==> config.mk <==
export PLATFORM = sky130hd
export DESIGN_NAME = mux2_rr_arbiter
export DESIGN_NICKNAME = d
export VERILOG_FILES = /design/src/rtl/mux2_arb_pkg.sv /design/src/rtl/rr2_pick.sv /design/src/rtl/mux2_rr_arbiter.sv
export SDC_FILE = /design/constraint.sdc
export NUM_CORES = 1
export LEC_CHECK = 0
export ABC_CLOCK_PERIOD_IN_PS = 2000
export CAP_MARGIN = 5
export CORE_MARGIN = 10
export CORE_UTILIZATION = 40
export DETAILED_ROUTE_END_ITERATION = 10
export PLACE_DENSITY_LB_ADDON = 0.25
export SLEW_MARGIN = 25
export SYNTH_ARGS = -nofsm -noshare
export SYNTH_HDL_FRONTEND = slang
export SYNTH_HIERARCHICAL = 1
export SYNTH_SLANG_ARGS = --single-unit
export TNS_END_PERCENT = 30
==> constraint.sdc <==
create_clock -name CLK -period 2 [get_ports CLK]
set_input_delay 0.3 -clock CLK [delete_from_list [all_inputs] [get_ports CLK]]
set_output_delay 0.3 -clock CLK [all_outputs]
set_load 0.02 [all_outputs]
==> src/rtl/mux2_arb_pkg.sv <==
// Shared types for the two-requester round-robin mux arbiter.
// Sel encoding matches the mux2 cell: 0 passes A, 1 passes B.
package mux2_arb_pkg;

    typedef enum logic [1:0] {
        IDLE   = 2'd0,
        BUSY_A = 2'd1,
        BUSY_B = 2'd2
    } state_t;

    localparam logic SEL_A = 1'b0;
    localparam logic SEL_B = 1'b1;

    function automatic state_t busy_of(input logic side);
        return (side == SEL_B) ? BUSY_B : BUSY_A;
    endfunction

endpackage

==> src/rtl/rr2_pick.sv <==
// Two-way priority pick: req[0]=A, req[1]=B; on contention pri chooses the winner.
// Purely combinational; grant uses the Sel encoding.
module rr2_pick
    import mux2_arb_pkg::*;
(
    input  logic [1:0] req,
    input  logic       pri,
    output logic       grant,
    output logic       valid
);

    always_comb begin
        valid = |req;
        grant = SEL_A;
        if (&req) begin
            grant = pri;
        end else if (req[1]) begin
            grant = SEL_B;
        end
    end

endmodule

==> src/rtl/mux2_rr_arbiter.sv <==
// Round-robin share of one mux2 datapath between A and B; 1-cycle accept-to-Y_valid latency.
// Single-entry output register; granted *_ready drops whenever the register is full and Y_ready=0.
module mux2_rr_arbiter
    import mux2_arb_pkg::*;
#(
    parameter int WIDTH = 8,
    parameter bit LOCK  = 1'b1
) (
    input  logic             CLK,
    input  logic             RST,
    input  logic             A_valid,
    input  logic [WIDTH-1:0] A_data,
    input  logic             A_last,
    output logic             A_ready,
    input  logic             B_valid,
    input  logic [WIDTH-1:0] B_data,
    input  logic             B_last,
    output logic             B_ready,
    output logic             Y_valid,
    output logic [WIDTH-1:0] Y_data,
    output logic             Y_last,
    input  logic             Y_ready,
    output logic             Sel
);

    state_t           state;
    logic             pri;
    logic             space;
    logic             a_fire;
    logic             b_fire;
    logic             fire;
    logic [WIDTH-1:0] mux_data;
    logic             mux_last;
    logic             release_now;
    logic             pick_pri;
    logic             pick_grant;
    logic             pick_valid;

    assign space   = ~Y_valid | Y_ready;
    assign A_ready = (state == BUSY_A) & space & ~RST;
    assign B_ready = (state == BUSY_B) & space & ~RST;
    assign a_fire  = A_valid & A_ready;
    assign b_fire  = B_valid & B_ready;
    assign fire    = a_fire | b_fire;

    // The shared mux2: Sel is the grant, so it already points at the accepted side.
    assign mux_data = (Sel == SEL_B) ? B_data : A_data;
    assign mux_last = (Sel == SEL_B) ? B_last : A_last;

    assign release_now = fire & ((LOCK == 1'b0) | mux_last);

    // On release the other side is preferred, so the same picker serves both cases.
    assign pick_pri = (state == IDLE) ? pri : ~Sel;

    rr2_pick u_pick (
        .req   ({B_valid, A_valid}),
        .pri   (pick_pri),
        .grant (pick_grant),
        .valid (pick_valid)
    );

    always_ff @(posedge CLK) begin
        if (RST) begin
            state   <= IDLE;
            Sel     <= SEL_A;
            pri     <= 1'b0;
            Y_valid <= 1'b0;
            Y_data  <= '0;
            Y_last  <= 1'b0;
        end else begin
            case (state)
                IDLE: begin
                    if (pick_valid) begin
                        state <= busy_of(pick_grant);
                        Sel   <= pick_grant;
                    end
                end
                BUSY_A, BUSY_B: begin
                    if (release_now) begin
                        pri <= ~Sel;
                        if (pick_valid) begin
                            state <= busy_of(pick_grant);
                            Sel   <= pick_grant;
                        end else begin
                            state <= IDLE;
                        end
                    end
                end
                default: state <= IDLE;
            endcase

            if (fire) begin
                Y_valid <= 1'b1;
                Y_data  <= mux_data;
                Y_last  <= mux_last;
            end else if (Y_ready) begin
                Y_valid <= 1'b0;
            end
        end
    end

endmodule

==> summary.txt <==
Final layout
  – Layout net count: 157
  – Fillers: 196
  – Area Growth Syn to Fin: 53.17%
  – Layout cells sized above 1: 10.85%
  – Antenna Cells: 0
  – Post-layout util: 63.85%
  – Fin cells: 156

Hold path
  – Hold path startpoint: pri
  – Hold Path Class: reg -> reg
  – Hold Path Depth: 2
  – Hold endpoint: pri

Synthesis
  – Asr flop ratio synth: 0%
  – Sequential element share of the synthesized area: 34.62%
  – Post-synth EDFFs: 0
  – Top cells by count, synth: dfxtp_1 (14), mux2i_1 (13), nor2_1 (10)
  – Syn Area/Cell: 9.096 sq um
  – Synth top area cells: dfxtp_1 (35%), mux2i_1 (16%), a211oi_1 (7.4%)
  – Synth area leader: dfxtp_1
  – Most common cell in the synthesized netlist: dfxtp_1
  – Synthesis-stage register bit count: 14
  – Mapped Cells: 89
  – Synthesized cell area: between 800 and 900 sq um
  – Top-area cell type share of the netlist area: 34.62%
  – YS warnings: 6
  – Synth cell types: 26
  – Main synth FF type: dfxtp_1
  – Post-Syn Nets: 116

Placement
  – GP Congestion: 0.8501
  – Post-Place Cells: 152
  – Post-DP HPWL: around 1800 um
  – Port buffer count: 35

Setup path
  – Startpoint Class: flop
  – Start of the worst register-to-register path: state[0]
  – R2r worst-path depth: 8
  – Worst Path Required: about 2200 ps
  – CP arrival: slightly below 2000 ps
  – R2r endpoint: Sel
  – CP Capture Type: flop
  – Critical-path maximum fanout: 5
  – Critical path class: reg -> reg
  – R2r setup slk: between 200 and 300 ps

STA
  – Clock skew: 0.9839 ps
  – Post-layout min period: roughly 1700 ps
  – RSZ-0062 raised after global routing: no
  – Actual slew at the worst max-slew pin: 385.9 ps
  – Final hold vios: 0
  – Fmax: 577.7 MHz
  – Final Slew Violations: 0
  – Slew HR: between 70% and 80%
  – Tcrit/Tclk final: 86.55%
  – Finish-stage setup viols: 0

Detailed routing
  – Routed WL per cell: 13.60 um
  – Routed wire length: 2122 um
  – Drt drc: 0
  – Initial DRT Pass Iterations: 4
  – Post-DRT Antenna Nets: 0
  – DR vias/cell: 4.891
  – Detailed Route Iter0 Violations: 3
  – Via count: 763

Floorplan
  – Die Wd: 64.99 um
  – CORE AREA: 0.001942 sq mm
  – Top Ports: 36
  – Initial Util: 41.69%
  – Num rows: 16
  – Total die area: roughly 0.0042 sq mm
  – Die Y: 64.99 um

Clocking
  – Max Root-Sink Buffers: 2
  – Clock sinks: 14
  – CTS tree: yes
  – Clock transition at path regs: around 80 ps
  – CTS Buf Count: 3
  – H-tree depth: 1
  – Root buffer cell: clkbuf_4
  – Clk Latency, worst-skew pair: 270 ps

Global route
  – Initial antenna violation count: 0
  – Total Routing Usage GR: 10.33%
  – Gr ovfl total: 0
  – Vias in the first global route: 820
  – Largest net degree at the start of global routing: 20
  – First-pass GRT wire length: 3560 um

Job
  – Max Cap Viol: 0

Run status
  – Status: finished, final reports clean

Power
  – Power per cell area: 967.2 mW/mm^2
  – Pleak: 0.4633 nW
  – Worst vdd ir: 0.5186 mV
-- registers in the layout, indices dropped and copies added, names as in the netlist --
register / count
state: 2
Sel: 1
Y_data: 8
Y_last: 1
pri: 1
Y_valid: 1
-- placed cells by master (no fill, tap or decap), drive strengths merged, types with 4 or more instances in the layout --
cell / instances
ha: 4
a211oi: 9
mux2i: 13
nor2: 10
clkdlybuf4s50: 33
inv: 6
dfxtp: 14
a21oi: 4
clkbuf: 4
nor3: 4
nand2b: 4
buf: 5
nand2: 5
-- power by group --
| group | switching (W) | internal (W) | leakage (nW) |
|---|---|---|---|
| Sequential | 0.0000466 | 0.000338 | 0.114 |
| Combinational | 0.000312 | 0.000302 | 0.328 |
| Clock | 0.0000900 | 0.000111 | 0.0210 |
| Total | 0.000449 | 0.000751 | 0.463 |
-- worst max-delay path: stages (launching register included) --
cell	delay [ps]
dfxtp_1	390
inv_1	80
ha_1	260
mux2i_1	190
inv_1	60
a21boi_1	300
nand4_1	120
a21oi_1	180
a211o_1	110
-- how the worst max path moves through the flow --
stage | startpoint | to | slack [ps]
5_1_grt | state[0] | Sel | 140
6_report | state[0] | Sel | 270
4_1_cts | Y_ready | B_ready | 250
2_1_floorplan | Sel | Sel | 500
3_5_place_dp | Y_ready | B_ready | -10
3_3_place_gp | Y_ready | B_ready | 30
-- layer usage --
layer | wire [um] | part of all wire, % | GRT usage [%] | up-vias
met5 | 0 | 0 | 0 | -
met4 | 28 | 1.3 | 4.011 | 0
met3 | 181 | 8.5 | 5.498 | 4
met2 | 1050 | 49 | 17.36 | 25
met1 | 860 | 41 | 10.60 | 339
li1 | - | - | - | 395
-- cells by family (layout without fill, tap and decap cells) --
group | after synthesis | in the layout | synth area share (%)
DFF | 14 | 14 | 34.62
muxes | 13 | 13 | 16.07
and+or+nand+nor | 30 | 30 | 21.02
adders and majority gates | 4 | 4 | 6.183
buffers and inverters | 10 | 50 | 5.873
AOI/OAI and AO/OA | 18 | 18 | 16.23
-- repair_timing --
| item | 4_1_cts | 5_1_grt |
|---|---|---|
| hold buffers | 0 | 0 |
| setup endpoints to repair | 2 | 0 |
| resized for setup | 2 | 0 |
| buffers inserted | 0 | 0 |
-- per-stage QoR --
stage | area [sq um] | setup slack (ps) | setup TNS (ps) | total power [W] | hold WS, ps
after floorplan | 809.5 | 504.4 | 0 | 0.0007903 | 452.0
after global placement | 1206 | 30.93 | 0 | 0.0009973 | 464.0
after detailed placement | 1206 | -13.64 | -23.60 | 0.001017 | 485.6
after CTS | 1240 | 253.7 | 0 | 0.001220 | 501.4
after global routing | 1240 | 142.8 | 0 | 0.001292 | 511.1
final | 1240 | 268.9 | 0 | 0.001199 | 490.8
-- area by class of cell --
cell class,instances,area [sq um],area share (%)
Timing Repair Buffer,40,385.4,31.08
Inverter,6,22.52,1.816
Tap cell,27,33.78,2.725
Sequential cell,14,280.3,22.60
Multi-Input combinational cell,65,481.7,38.85
Clock buffer,4,36.28,2.926
Power figures use the tool's default switching activity.
